--- src/rtl/fp_mult_pkg.sv ---
`timescale 1ns/1ps
// Types and constants shared by the fp_mult datapath and its result buffer.
package fp_mult_pkg;

    typedef enum logic [2:0] {
        IEEE_near    = 3'd0,
        IEEE_zero    = 3'd1,
        IEEE_pos_inf = 3'd2,
        IEEE_neg_inf = 3'd3,
        near_up      = 3'd4,
        away_zero    = 3'd5
    } round_values;

    // Bit positions inside the 8-bit multiplier status word; [7:6] are reserved.
    localparam int STATUS_ZERO    = 0;
    localparam int STATUS_INF     = 1;
    localparam int STATUS_NAN     = 2;
    localparam int STATUS_TINY    = 3;
    localparam int STATUS_HUGE    = 4;
    localparam int STATUS_INEXACT = 5;

    typedef struct packed {
        logic        sign;
        logic [7:0]  exp;
        logic [22:0] frac;
    } fp32_t;

endpackage

--- src/rtl/fp_mult_inflight_tracker.sv ---
`timescale 1ns/1ps
// Follows accepted issues through the fixed-latency multiplier: raises cap when a
// result is due and keeps a running count of issues still in the pipe.
module fp_mult_inflight_tracker #(
    parameter int LATENCY = 2,
    parameter int IW      = $clog2(LATENCY + 1)
) (
    input  logic          clk,
    input  logic          rst,
    input  logic          accept,
    output logic          cap,
    output logic [IW-1:0] inflight
);
    logic [LATENCY-1:0] pipe;
    logic [LATENCY-1:0] accept_vec;

    always_comb begin
        accept_vec    = '0;
        accept_vec[0] = accept;
    end

    assign cap = pipe[LATENCY-1];

    // Counter mirrors popcount(pipe): a bit enters on accept and leaves as cap.
    always_ff @(posedge clk or negedge rst) begin
        if (!rst) begin
            pipe     <= '0;
            inflight <= '0;
        end else begin
            pipe <= (pipe << 1) | accept_vec;
            if (accept && !cap)
                inflight <= inflight + 1'b1;
            else if (!accept && cap)
                inflight <= inflight - 1'b1;
        end
    end

endmodule

--- src/rtl/fp_mult_result_buffer.sv ---
`timescale 1ns/1ps
// Captures fixed-latency multiplier results into a small FIFO, drains them over
// valid/ready, and grants issue credit so no result ever arrives without a slot.
module fp_mult_result_buffer
    import fp_mult_pkg::*;
#(
    parameter round_values ROUND   = IEEE_near,
    parameter int          LATENCY = 2,
    parameter int          DEPTH   = 4
) (
    input  logic        clk,
    input  logic        rst,
    input  logic        issue,
    output logic        issue_ready,
    input  logic [31:0] mult_z,
    input  logic [7:0]  mult_status,
    output logic        out_valid,
    input  logic        out_ready,
    output logic [31:0] out_z,
    output logic [7:0]  out_status,
    input  logic        clear,
    output logic [7:0]  acc_status,
    output logic        err_overflow,
    output logic [15:0] result_count,
    output logic [2:0]  round_mode
);
    localparam int PW = (DEPTH > 1) ? $clog2(DEPTH) : 1;
    localparam int CW = $clog2(DEPTH + 1);
    localparam int IW = $clog2(LATENCY + 1);
    localparam int SW = $clog2(DEPTH + LATENCY + 1);

    logic          accept;
    logic          cap;
    logic          pop;
    logic [IW-1:0] inflight;
    logic [PW-1:0] wr_ptr;
    logic [PW-1:0] rd_ptr;
    logic [CW-1:0] occ;
    fp32_t         mem_z  [DEPTH];
    logic [7:0]    mem_st [DEPTH];

    function automatic logic [PW-1:0] next_ptr(input logic [PW-1:0] p);
        return (p == PW'(DEPTH - 1)) ? '0 : p + 1'b1;
    endfunction

    // Credit counts queued results plus those still inside the multiplier.
    assign issue_ready = (SW'(occ) + SW'(inflight)) < SW'(DEPTH);
    assign accept      = issue && issue_ready;
    assign out_valid   = (occ != '0);
    assign pop         = out_valid && out_ready;
    assign out_z       = mem_z[rd_ptr];
    assign out_status  = mem_st[rd_ptr];
    assign round_mode  = ROUND;

    fp_mult_inflight_tracker #(
        .LATENCY (LATENCY),
        .IW      (IW)
    ) u_tracker (
        .clk      (clk),
        .rst      (rst),
        .accept   (accept),
        .cap      (cap),
        .inflight (inflight)
    );

    always_ff @(posedge clk or negedge rst) begin
        if (!rst) begin
            wr_ptr <= '0;
            rd_ptr <= '0;
            occ    <= '0;
            for (int i = 0; i < DEPTH; i++) begin
                mem_z[i]  <= '0;
                mem_st[i] <= '0;
            end
        end else begin
            if (cap) begin
                mem_z[wr_ptr]  <= mult_z;
                mem_st[wr_ptr] <= mult_status;
                wr_ptr         <= next_ptr(wr_ptr);
            end
            if (pop)
                rd_ptr <= next_ptr(rd_ptr);
            if (cap && !pop)
                occ <= occ + 1'b1;
            else if (pop && !cap)
                occ <= occ - 1'b1;
        end
    end

    // A clear coinciding with a delivery keeps only the delivered status.
    always_ff @(posedge clk or negedge rst) begin
        if (!rst) begin
            acc_status   <= '0;
            err_overflow <= 1'b0;
            result_count <= '0;
        end else begin
            if (pop)
                result_count <= result_count + 16'd1;
            if (clear)
                acc_status <= pop ? out_status : 8'h00;
            else if (pop)
                acc_status <= acc_status | out_status;
            err_overflow <= (err_overflow && !clear) || (issue && !issue_ready);
        end
    end

endmodule

--- config.mk ---
export PLATFORM = sky130hd
export DESIGN_NAME = fp_mult_result_buffer
export DESIGN_NICKNAME = d
export VERILOG_FILES = /design/src/rtl/fp_mult_pkg.sv /design/src/rtl/fp_mult_inflight_tracker.sv /design/src/rtl/fp_mult_result_buffer.sv
export SDC_FILE = /design/constraint.sdc
export NUM_CORES = 1
export LEC_CHECK = 0
export CORE_MARGIN = 8
export CORE_UTILIZATION = 55
export CTS_CLUSTER_SIZE = 40
export DETAILED_ROUTE_END_ITERATION = 8
export PLACE_DENSITY = 0.8
export SETUP_SLACK_MARGIN = 0.05
export SYNTH_ARGS = -nofsm -noshare
export SYNTH_HDL_FRONTEND = slang
export SYNTH_SLANG_ARGS = --single-unit
--- constraint.sdc ---
create_clock -name clk -period 2.6 [get_ports clk]
set_input_delay 0.52 -clock clk [delete_from_list [all_inputs] [get_ports clk]]
set_output_delay 0.52 -clock clk [all_outputs]
set_load 0.005 [all_outputs]
After elaboration in Yosys (flattened, before gate mapping). Index checks and enable logic that the tools add are counted.

Word-level logic and storage cells: 82. Output and inout bits: 70. Bits in registers: 196.

Multiplexer cells: 21. Bitwise operators: 4. Eq/ne operators: 2. Magnitude comparators: 4. Reductions and logical operators: 19. Add/subtract/negate cells: 8.

Operator list (count): $bwmux W128 (1); $mux W32 (3); $bmux W32 S2 (1); $demux W32 S2 (1); $mux W8 (6); $bwmux W32 (1); $add A16 B1 Y16 const B (1); $bmux W8 S2 (1); $demux W8 S2 (1); $logic_and A1 B1 Y1 (9); $mux W2 (4); $or A8 B8 Y8 (1); $add A2 B1 Y2 const B (3); $ge A3 B3 Y1 const B (2); $mux W3 (2); $not A2 Y3 (2); $reduce_bool A2 Y1 (3); $logic_not A1 Y1 (5); $eq A2 B2 Y1 const B (2); $add A3 B1 Y3 const B (1); $add A3 B2 Y3 (1); $lt A3 B1 Y1 const B (1); $lt A3 B3 Y1 const B (1); $reduce_bool A3 Y1 (1); other kinds (4) (4).

Depth between registers and ports, before layout. Gate-level depths: netlist (run 1).

Depth after elaboration: 7. Depth in mapped cells: 9. Gate-level depth less buffers: 9.

Modules after synthesis. From an unflattened synthesis (run 1), not the netlist that was laid out.

Cells, all modules: 543. Area, all modules: 8544.4 um^2.

Modules (own cells, without submodules): fp_mult_result_buffer (sequential area each 4804.6 um^2, times used 1, area an instance 8398.1 um^2, cells each 533); fp_mult_inflight_tracker (sequential area each 100.1 um^2, times used 1, area an instance 146.4 um^2, cells each 10).

Worst setup path before layout (run 1). Ideal clock, no wire load.

Path kind: reg-to-reg. Start: register occ[2]. End: register occ[2]. Library setup time: 0.079 ns. Buffers on the path: 0. Cell stages (with the launch flop): 10. Arrival: 2.018 ns. Slack: 0.502 ns. Data required time: 2.521 ns. Path through: dfrtp_1 > or3_4 > and2_4 > inv_6 > ha_1 > inv_1 > fa_1 > xor2_1 > nor2_1 > xor2_1.

Longest elaborated chain between the ends: 5. Elaborated cells on any way between the ends: 10.

RTL lines: start: declaration (line fp_mult_result_buffer.sv:38) `logic [CW-1:0] occ;`; start signal: assignment (line fp_mult_result_buffer.sv:84) `occ <= occ + 1'b1;`; start signal: assignment (line fp_mult_result_buffer.sv:86) `occ <= occ - 1'b1;`; $reduce_bool A3 Y1 (*) (line fp_mult_result_buffer.sv:49) `assign out_valid = (occ != '0);`; net out_valid (line fp_mult_result_buffer.sv:17) `output logic out_valid,`; $logic_and A1 B1 Y1 (*) (line fp_mult_result_buffer.sv:50) `assign pop = out_valid && out_ready;`; $logic_not A1 Y1 (line fp_mult_result_buffer.sv:83) `if (cap && !pop)`; $logic_and A1 B1 Y1 (line fp_mult_result_buffer.sv:83); $mux W3 / $reduce_bool A2 Y1 (equally long branches).

Mark *: on every way through the listed nets, which the timed path passes. The rest lies on a longest branch. The select of a mux whose other input is x is not followed. A chain may end at the register's enable or synchronous reset.

Worst setup path after layout (run 1).
Start: register rd_ptr[0]. End: output port out_z[19].

Longest elaborated chain between the ends: 4.

RTL lines: start: declaration (line fp_mult_result_buffer.sv:37) `logic [PW-1:0] rd_ptr;`; start signal: assignment (line fp_mult_result_buffer.sv:82) `rd_ptr <= next_ptr(rd_ptr);`; $not A2 Y3 (implied by the code) (line fp_mult_result_buffer.sv:51) `assign out_z = mem_z[rd_ptr];`; $bmux W32 S2 (line fp_mult_result_buffer.sv:51); $mux W32 (implied by the code) (2 in a row) (line fp_mult_result_buffer.sv:51); end: declaration (line fp_mult_result_buffer.sv:19) `output logic [31:0] out_z,`.

Every way passes these cells. The select of a mux whose other input is x is not followed.

==> results of run 1 <==
## kinds of logic (layout without fill, tap and decap cells)
| kind of cell | Yosys count | count (layout) | share of synthesized area |
|---|---|---|---|
| fa+ha+maj | 10 | 10 | 0.01565 |
| flops | 196 | 196 | 0.5789 |
| other cells | 1 | 3 | 0.0004426 |
| mux | 201 | 201 | 0.3203 |
| xor+xnor | 22 | 22 | 0.02274 |
| compound gates | 13 | 13 | 0.008122 |
| buf+inv | 46 | 184 | 0.02451 |
| simple gates | 49 | 49 | 0.02939 |
## final timing paths
path                              startpoint                 to  slack (ns)  cells past startpoint
max in group asynchronous                rst      acc_status[5]        1.69                      2
min in group clk           u_tracker.pipe[0]  u_tracker.pipe[1]        0.36                      0
setup reg to reg                      occ[1]             occ[2]        0.23                     10
setup / recovery                   rd_ptr[0]          out_z[19]         0.1                      4
hold / removal                           rst    result_count[8]        0.09                      1
hold reg to reg            u_tracker.pipe[0]  u_tracker.pipe[1]        0.36                      0
## state kept, by name (all words and copies together), names as in the netlist
register	cells
rd_ptr	2
acc_status	8
mem_z	128
u_tracker.pipe	2
u_tracker.inflight	2
result_count	16
err_overflow	1
wr_ptr	2
mem_st	32
occ	3
## cells in the final DEF, fill, tap and decap left out, types with 2 or more instances in the layout
cell / instances
clkinv_2: 3
mux2_2: 161
ha_1: 9
nor2_1: 5
xor2_1: 8
conb_1: 3
dfrtp_1: 194
xnor2_1: 13
o21ai_0: 11
clkinvlp_4: 3
mux4_2: 40
nand4_1: 2
nand2_2: 4
clkbuf_16: 17
buf_12: 8
dlygate4sd2_1: 35
buf_4: 15
nand3_1: 6
clkinv_4: 3
inv_1: 16
nand2_1: 22
clkbuf_8: 3
clkdlybuf4s50_1: 71
dfrtp_2: 2
inv_6: 5
dlymetal6s2s_1: 3
## power groups by stage
stage	Sequential (mW)	Clock [mW]	Combinational (mW)
after detailed placement	5.47	0	5.98
after CTS	5.40	2.51	5.84
after floorplan	5.14	0	3.57
after global placement	5.35	0	5.80
after global routing	5.57	2.63	6.20
final	5.40	2.46	5.71
## metrics by stage
step	setup TNS (ns)	util	setup slack (ns)	power, mW
final	0	0.6944	0.09937	13.56
after global placement	0	0.6539	0.2879	11.15
after global routing	0	0.6944	0.01450	14.40
after detailed placement	0	0.6539	0.2745	11.45
after floorplan	0	-	0.5025	8.706
after CTS	-0.03463	0.6935	-0.009745	13.74
## layout make-up
cell class	instances	area [um2]
flip-flops and latches	196	4907
fillers	1027	4628
multi-input cells	298	3392
repair buffers	135	1363
clock buffers	19	452.9
well taps	188	235.2
clock inverters	13	98.84
inverters	17	68.82
## metal layers
layer,wire length [um],part of all wire
met5,0,0
met4,227,0.013
met3,918,0.052
met2,8647,0.49
met1,7698,0.44
## worst max-delay path: cells and delay by family, from the launching register on
| kind | cells | cell delay (ns) |
|---|---|---|
| flip-flops | 1 | 0.40 |
| multiplexers | 1 | 0.55 |
| buffers and inverters | 3 | 0.59 |
## what timing repair did
item,4_1_cts,5_1_grt
resized for setup,37,7
setup buffers,7,2
pin swaps,2,2
cloned,1,0
endpoints found under the setup margin,37,15
==> reports/metrics.cfg, run 1 <==
[synth]
ys_types = 31
synth_flop_cell = dfrtp_1
seq_area_frac_synth = 0.5789
synth_seq_cells = 196
yosysMostFrequentCell = dfrtp_1
synth_area_leaders = dfrtp_1, mux2_2, mux4_2, xnor2_1, ha_1
synthCells = 538
synthArstFlopShare = 1.000
synth_warnings = 0
syn-cell-area_um2 = 8473
synth.top_cell.area_share = 0.5789
synth_edf_count = 0
synth.largest_area_cell = dfrtp_1
synthTopCellsByCount = dfrtp_1, mux2_2, mux4_2, nand2_1, clkbuf_1
avgSynthCellArea_um2 = 15.75

[setup_path]
crit_path_end_kind = output port
max_stage_delay_ns = 0.55
required_ns = 2.08
path_cells = buf_4, buf_12, mux4_2, dlygate4sd2_1
critPathKind = register to output port
startpoint_type = register
cp_slowest_cell = mux4_2
arrival_ns = 1.98
cp_max_fo = 16

[die]
initial_core_util = 0.5594
core_um2 = 15150
rows = 45
dieArea_um2 = 19630
dieWidth_um = 140.1
ios = 115
die_h_um = 140.1

[sta]
slew_headroom = 0.5598
finalHoldViolCount = 0
slew_viol_final = 0
fin_crit_ns = 2.501
setup_viol = 0
whs_ns = 0.08893
grt_setup_unrepaired = true
tightest_slew_ns = 0.6603
min_period_over_period = 0.9618
clock.fmax_mhz = 399.9
clock-skew-final_ns = 0.008752

[placed_design]
port_buffers = 111
place.gp.congestion = 0.7621
hpwl_mm = 11.63
dp_cells = 825
place_area_um2 = 9905

[outcome]
status = finished, final reports clean

[global_routing]
antenna_found_initial = 0
overflow = 0
grt_usage = 0.1881
grt_pass1_wl_mm = 28.92
grt_pass1_vias = 5378
grt.met2_usage = 0.3061
use_met3 = 0.05029
grt_max_degree = 79
grt_busiest_layer = met2
grtUsageMet1 = 0.2398

[routing]
wirelength_mm = 17.49
drtIter0Drc = 274
firstDrtPassIters = 4
wl_per_cell_um = 20.20
viasPerCell = 5.626
num_vias = 4872
drc_errors = 0
ant_nets = 0

[clock_network]
clockBufferDepth = 2
htree_levels = 4
cts_buffers = 17
cts_tree = done
insertion_delay_ns = 0.43
ctsHoldBuffers = 0
root_buffer = clkbuf_16
clkTransAtPathRegs_ns = 0.07
clock_sinks = 196

[pwr]
ir_worst_vdd_mv = 0.6589
power_frac_seq = 0.398
netSwitchingPower_mw = 4.121
pwr_density_cell_nw_per_um2 = 1289
pwr-share-clk = 0.181
p_leak_nw = 4.532
swShare = 0.3039
p_int_mw = 9.440
comb_power_share = 0.421

[cells_and_area]
design_area_um2 = 10520
fin_nets = 720
num_antenna_cells = 0
drive_above_1_share = 0.4012
syn2layout_area_growth_pct = 24.13
layoutNonFillerInstCount = 866

[flow_run]
max_cap_viol_count = 0

[min_path]
hp-class = input pin to asynchronous set/reset pin

Note: power is estimated with default switching activity, not from simulation.
==> run 2, diff against run 1 <==
==> constraint.sdc (replaced) <==
create_clock -name clk -period 2.4 [get_ports clk]
set_input_delay 0.48 -clock clk [delete_from_list [all_inputs] [get_ports clk]]
set_output_delay 0.48 -clock clk [all_outputs]
set_load 0.005 [all_outputs]
==> run 2 against run 1 <==
Compared with the run above: wire length grew 2.7%; via count increased by 1.5%; utilization is essentially flat; critical path depth unchanged; setup slack lost 0.018 ns; power up 9.3%; critical endpoint is now out_status[6].
==> reports/metrics.cfg, run 2 (synthesis results as in run 1) <==
[clock_network]
clkTransAtPathRegs_ns = 0.06  ; about the same
cts_tree = done
insertion_delay_ns = 0.42  ; about the same
clock_sinks = 196  ; unchanged
ctsHoldBuffers = 0  ; unchanged
clockBufferDepth = 2  ; unchanged
cts_buffers = 17  ; unchanged
root_buffer = clkbuf_16
htree_levels = 4  ; unchanged

[placed_design]
hpwl_mm = 11.70  ; +0.65%
port_buffers = 111  ; unchanged
place.gp.congestion = 0.7534  ; -1.1%
dp_cells = 827  ; +0.24%

[pwr]
p_leak_nw = 4.534  ; about the same
power_mw = 14.82  ; +9.3%
pwr-share-clk = 0.178  ; -0.003
netSwitchingPower_mw = 4.484  ; +8.8%
pwr_density_cell_nw_per_um2 = 1410  ; +9.4%
comb_power_share = 0.427  ; +0.006
swShare = 0.3025  ; -0.001329
p_int_mw = 10.34  ; +9.5%
power_frac_seq = 0.394  ; -0.004
ir_worst_vdd_mv = 0.7227  ; +9.7%

[cells_and_area]
postLayoutCoreUtil = 0.6939  ; about the same
largest_register_ff_count = 128  ; unchanged
final_cell_mix = dfrtp_1, mux2_2, clkdlybuf4s50_1, mux4_2, nand2_1
fin_nets = 731  ; +1.5%
num_antenna_cells = 0  ; unchanged
layoutNonFillerInstCount = 876  ; +1.2%
syn2layout_area_growth_pct = 24.04  ; about the same
final_common_cell = dfrtp_1
drive_above_1_share = 0.4608  ; +0.05958
top_regs = mem_z x128, mem_st x32, result_count x16
regMostFlops = mem_z

[sta]
clock.fmax_mhz = 431.2
clock-skew-final_ns = 0.007646  ; -0.001106 ns
slew_headroom = 0.6622  ; +0.1024
finalHoldViolCount = 0  ; unchanged
grt_setup_unrepaired = true
fin_crit_ns = 2.319
min_period_over_period = 0.9662
slew_viol_final = 0  ; unchanged
tightest_slew_ns = 0.5067  ; -0.1536 ns
setup_viol = 0  ; unchanged

[routing]
drtIter0Drc = 224  ; -18%
ant_nets = 0  ; unchanged
num_vias = 4945  ; +1.5%
firstDrtPassIters = 4  ; unchanged
wl_per_cell_um = 20.50  ; +1.5%
wirelength_mm = 17.96  ; +2.7%
drc_errors = 0  ; unchanged
viasPerCell = 5.645  ; +0.34%

[setup_path]
r2r-end = occ[2]
ff2ff_path_depth = 10  ; unchanged
crit_family = multiplexers
critPathKind = register to output port
timing.critical_path.mode_cell = buf_6
cp_max_fo = 5  ; -11
path_cells = buf_6, clkbuf_16, mux4_2, buf_6
crit_path_end_kind = output port
r2r_slack_ns = 0.09  ; -0.14 ns
r2r-start = occ[1]
startpoint_type = register
required_ns = 1.92  ; -0.16 ns
max_stage_delay_ns = 0.55  ; about the same
arrival_ns = 1.84  ; -0.14 ns
cp_slowest_cell = mux4_2
worst-path-buf-inv = 3  ; unchanged

[flow_run]
max_cap_viol_count = 0  ; unchanged

[die]
rows = 45  ; unchanged
core_um2 = 15150  ; unchanged
dieArea_um2 = 19630  ; unchanged
die_h_um = 140.1  ; unchanged
ios = 115  ; unchanged
initial_core_util = 0.5594  ; unchanged
dieWidth_um = 140.1  ; unchanged

[global_routing]
grt_usage = 0.1903  ; +0.002175
grt_pass1_vias = 5502  ; +2.3%
overflow = 0  ; unchanged
antenna_found_initial = 0  ; unchanged
grt_pass1_wl_mm = 29.33  ; +1.4%
grt_max_degree = 70  ; -11%

[min_path]
hp-class = input pin to asynchronous set/reset pin

[outcome]
status = finished, final reports clean

-- run 2: cell types whose count changed in the layout (fill, tap and decap cells not counted), moves of 9 or more --
cell           before  now
buf_2               0   18
buf_6               1   10
dlygate4sd2_1      35    1
clkbuf_2            0   17
-- run 2: worst reg2reg max path: cells and delay by family, from the launching register on --
kind,cells,cell delay [ns]
simple gates,3,0.65
fa+ha+maj,2,0.57
flops,1,0.40
xor+xnor,2,0.32
buf+inv,3,0.30
-- run 2: worst max-delay path by stage --
stage,startpoint,end,slack (ns),depth (start not counted)
finish,rd_ptr[0],out_status[6],0.08,4
global route,occ[1],occ[2],-0.07,10
CTS,rd_ptr[0],out_z[28],0.008,4
detailed placement,out_ready,occ[2],0.14,9
global placement,out_ready,occ[2],0.18,9
floorplan,occ[2],occ[2],0.30,9
-- run 2: metrics by stage --
| stage | instance area, um2 | TNS, ns | setup WS (ns) | hold WS [ns] |
|---|---|---|---|---|
| 6_report | 10510 | 0 | 0.08106 | 0.02209 |
| 5_1_grt | 10510 | -0.06605 | -0.06605 | 0.04372 |
| 4_1_cts | 10500 | 0 | 0.008342 | 0.03139 |
| 3_5_place_dp | 9894 | 0 | 0.1379 | 0.3418 |
| 3_3_place_gp | 9894 | 0 | 0.1753 | 0.3358 |
| 2_1_floorplan | 8481 | 0 | 0.3025 | 0.1844 |
-- run 2: repair_timing --
action                                  in CTS  in global routing
cloned                                       2                  2
endpoints found under the hold margin        0                  0
endpoints found under the setup margin      41                 32
gates resized for setup                    118                 37
pin swaps                                    2                  0
buffers inserted                            13                  2
-- run 2: final cells by class --
class | instances | area, um2
clock buffers | 24 | 501.7
clock inverters | 7 | 47.55
fillers | 986 | 4636
inverters | 17 | 68.82
multi-input cells | 298 | 3381
flip-flops and latches | 196 | 4907
well taps | 188 | 235.2
repair buffers | 146 | 1369
-- run 2: power by group through the flow --
stage / logic (mW) / clock network, mW / registers (mW)
5_1_grt: 6.85 / 2.82 / 6.04
2_1_floorplan: 3.87 / 0 / 5.56
4_1_cts: 6.37 / 2.70 / 5.83
6_report: 6.33 / 2.64 / 5.85
3_3_place_gp: 6.34 / 0 / 5.73
3_5_place_dp: 6.53 / 0 / 5.90
-- run 2: routing by layer --
metal  GRT usage  wire, um
met1      0.2423      7880
met2      0.3110      8957
met3     0.05233       952
met4     0.06171       167
met5           0         0
==> run 3, diff against run 2 <==
==> constraint.sdc (replaced) <==
create_clock -name clk -period 2.4 [get_ports clk]
set_input_delay 0.48 -clock clk [delete_from_list [all_inputs] [get_ports clk]]
set_output_delay 0.48 -clock clk [all_outputs]
set_load 0.1 [all_outputs]
==> run 3 against run 2 <==
Compared with the run above: sequential share of layout area shrank 2.3 points; setup slack lost 0.053 ns; wire length grew 4.0%; critical path depth is the same; flip-flop and latch count is the same; utilization grew 3.6 points; hold slack gained 0.031 ns; design area grew 5.2%; register-to-register slack gained 0.04 ns; maximum frequency shrank 2.3%; highest routed layer unchanged.
==> reports/metrics.cfg, run 3 (synthesis results as in run 1) <==
[cells_and_area]
final_common_cell = dfrtp_1
num_antenna_cells = 0  ; unchanged
design_area_um2 = 11060  ; +5.2%
final_cell_mix = dfrtp_1, mux2_2, buf_12, buf_4, clkdlybuf4s50_1
final.fill_count = 927  ; -6.0%
syn2layout_area_growth_pct = 30.48
drive_above_1_share = 0.5022  ; +0.04145
fin_nets = 727  ; -0.55%
top_regs = mem_z x128, mem_st x32, result_count x16
regMostFlops = mem_z
largest_register_ff_count = 128  ; unchanged
layoutNonFillerInstCount = 869  ; -0.80%

[global_routing]
grt_max_degree = 69  ; -1.4%
grt_usage = 0.1972  ; +0.006947
grt_pass1_vias = 5594  ; +1.7%
overflow = 0  ; unchanged
grt_pass1_wl_mm = 30.04  ; +2.4%
antenna_found_initial = 0  ; unchanged

[sta]
clock.fmax_mhz = 421.5  ; -2.3%
min_period_over_period = 0.9885  ; +0.02226
slew_headroom = 0.6140  ; -0.04816
setup_viol = 0  ; unchanged
finalHoldViolCount = 0  ; unchanged
whs_ns = 0.05324  ; +0.03116 ns
slew_viol_final = 0  ; unchanged
tightest_slew_ns = 0.5790  ; +0.07224 ns
clock-skew-final_ns = 0.005413  ; -0.002233 ns
fin_crit_ns = 2.372  ; +0.05342 ns
fin_ws_ns = 0.02763  ; -0.05342 ns
grt_setup_unrepaired = true

[setup_path]
cp_slowest_cell = mux4_2
timing.critical_path.mode_cell = buf_12
cp_max_fo = 8  ; +3
r2r-start = occ[1]
required_ns = 1.92  ; about the same
startpoint_type = register
crit_path_start = rd_ptr[0]
arrival_ns = 1.89  ; +0.05 ns
path_cells = buf_12, buf_16, mux4_2, buf_12
crit_path_end_kind = output port
max_stage_delay_ns = 0.56  ; about the same
critPathKind = register to output port

[placed_design]
hpwl_mm = 12.06  ; +3.1%
port_buffers = 111  ; unchanged
place.gp.congestion = 0.7439  ; -1.3%
place_ws_ns = 0.09128  ; -0.04663 ns
place_area_um2 = 10280  ; +3.9%
dp_cells = 829  ; +0.24%

[die]
ios = 115  ; unchanged
core_um2 = 15150  ; unchanged
rows = 45  ; unchanged
dieWidth_um = 140.1  ; unchanged
initial_core_util = 0.5594  ; unchanged
die_h_um = 140.1  ; unchanged
dieArea_um2 = 19630  ; unchanged

[flow_run]
max_cap_viol_count = 0  ; unchanged

[routing]
drc_errors = 0  ; unchanged
drtIter0Drc = 222  ; -0.89%
viasPerCell = 5.724  ; +1.4%
wl_per_cell_um = 21.48  ; +4.8%
firstDrtPassIters = 4  ; unchanged
ant_nets = 0  ; unchanged
num_vias = 4974  ; +0.59%
wirelength_mm = 18.67  ; +4.0%

[outcome]
status = finished, final reports clean

[clock_network]
clkTransAtPathRegs_ns = 0.07  ; about the same
clock_sinks = 196  ; unchanged
htree_levels = 4  ; unchanged
insertion_delay_ns = 0.42  ; about the same
cts_tree = done
ctsHoldBuffers = 0  ; unchanged
root_buffer = clkbuf_16
clockBufferDepth = 2  ; unchanged
cts_buffers = 17  ; unchanged

[min_path]
hp-class = input pin to asynchronous set/reset pin

run 3: changes by cell type in the layout (fill, tap and decap cells not counted), moves of 5 or more:
cell	delta
clkdlybuf4s50_1	-26
buf_4	+26
clkbuf_8	-5
buf_6	-10
buf_2	-18
buf_12	+43
clkbuf_2	-17
run 3: worst paths after layout:
| kind | depth (start not counted) | end | slack [ns] |
|---|---|---|---|
| max in group asynchronous | 2 | mem_z[28] | 1.63 |
| min in group clk | 0 | u_tracker.pipe[1] | 0.37 |
| worst min register to register | 0 | u_tracker.pipe[1] | 0.37 |
| worst min-delay path | 1 | result_count[10] | 0.05 |
| worst max register to register | 9 | occ[2] | 0.13 |
| worst max-delay path | 4 | out_status[4] | 0.03 |
run 3: timing repair:
action | CTS | global route
gates cloned | 2 | 2
pin swaps | 0 | 1
gates resized for setup | 7 | 7
setup buffers | 2 | 6
endpoints found under the setup margin | 41 | 42
run 3: layout make-up:
class	count	area, um2	share of cell area
clock buffer	21	440.4	0.03984
clock inverter	7	87.58	0.007922
inverter	17	68.82	0.006225
sequential	196	4910	0.4441
tap	188	235.2	0.02128
multi-input combinational	298	3426	0.3099
timing repair buffer	142	1888	0.1708
run 3: routing by layer:
layer / up-vias / part of all wire / global-route usage
met3: 29 / 0.055 / 0.05708
li1: 2189 / - / -
met1: 2623 / 0.42 / 0.2412
met4: 0 / 0.017 / 0.06000
met5: - / 0 / 0
met2: 133 / 0.51 / 0.3333
run 3: stage by stage:
step	setup TNS (ns)	util
2_1_floorplan	0	-
3_3_place_gp	0	0.6787
3_5_place_dp	0	0.6787
4_1_cts	-0.03214	0.7210
5_1_grt	-0.1331	0.7299
6_report	0	0.7299
run 3: worst max-delay path, delay by kind of cell (launching register included):
kind	cells	cell delay, ns
DFF	1	0.39
buffers and inverters	3	0.51
muxes	1	0.56
Power of run 3 is not shown: default switching activity piles up to over one toggle a cycle in this logic, so the estimate is an artifact.
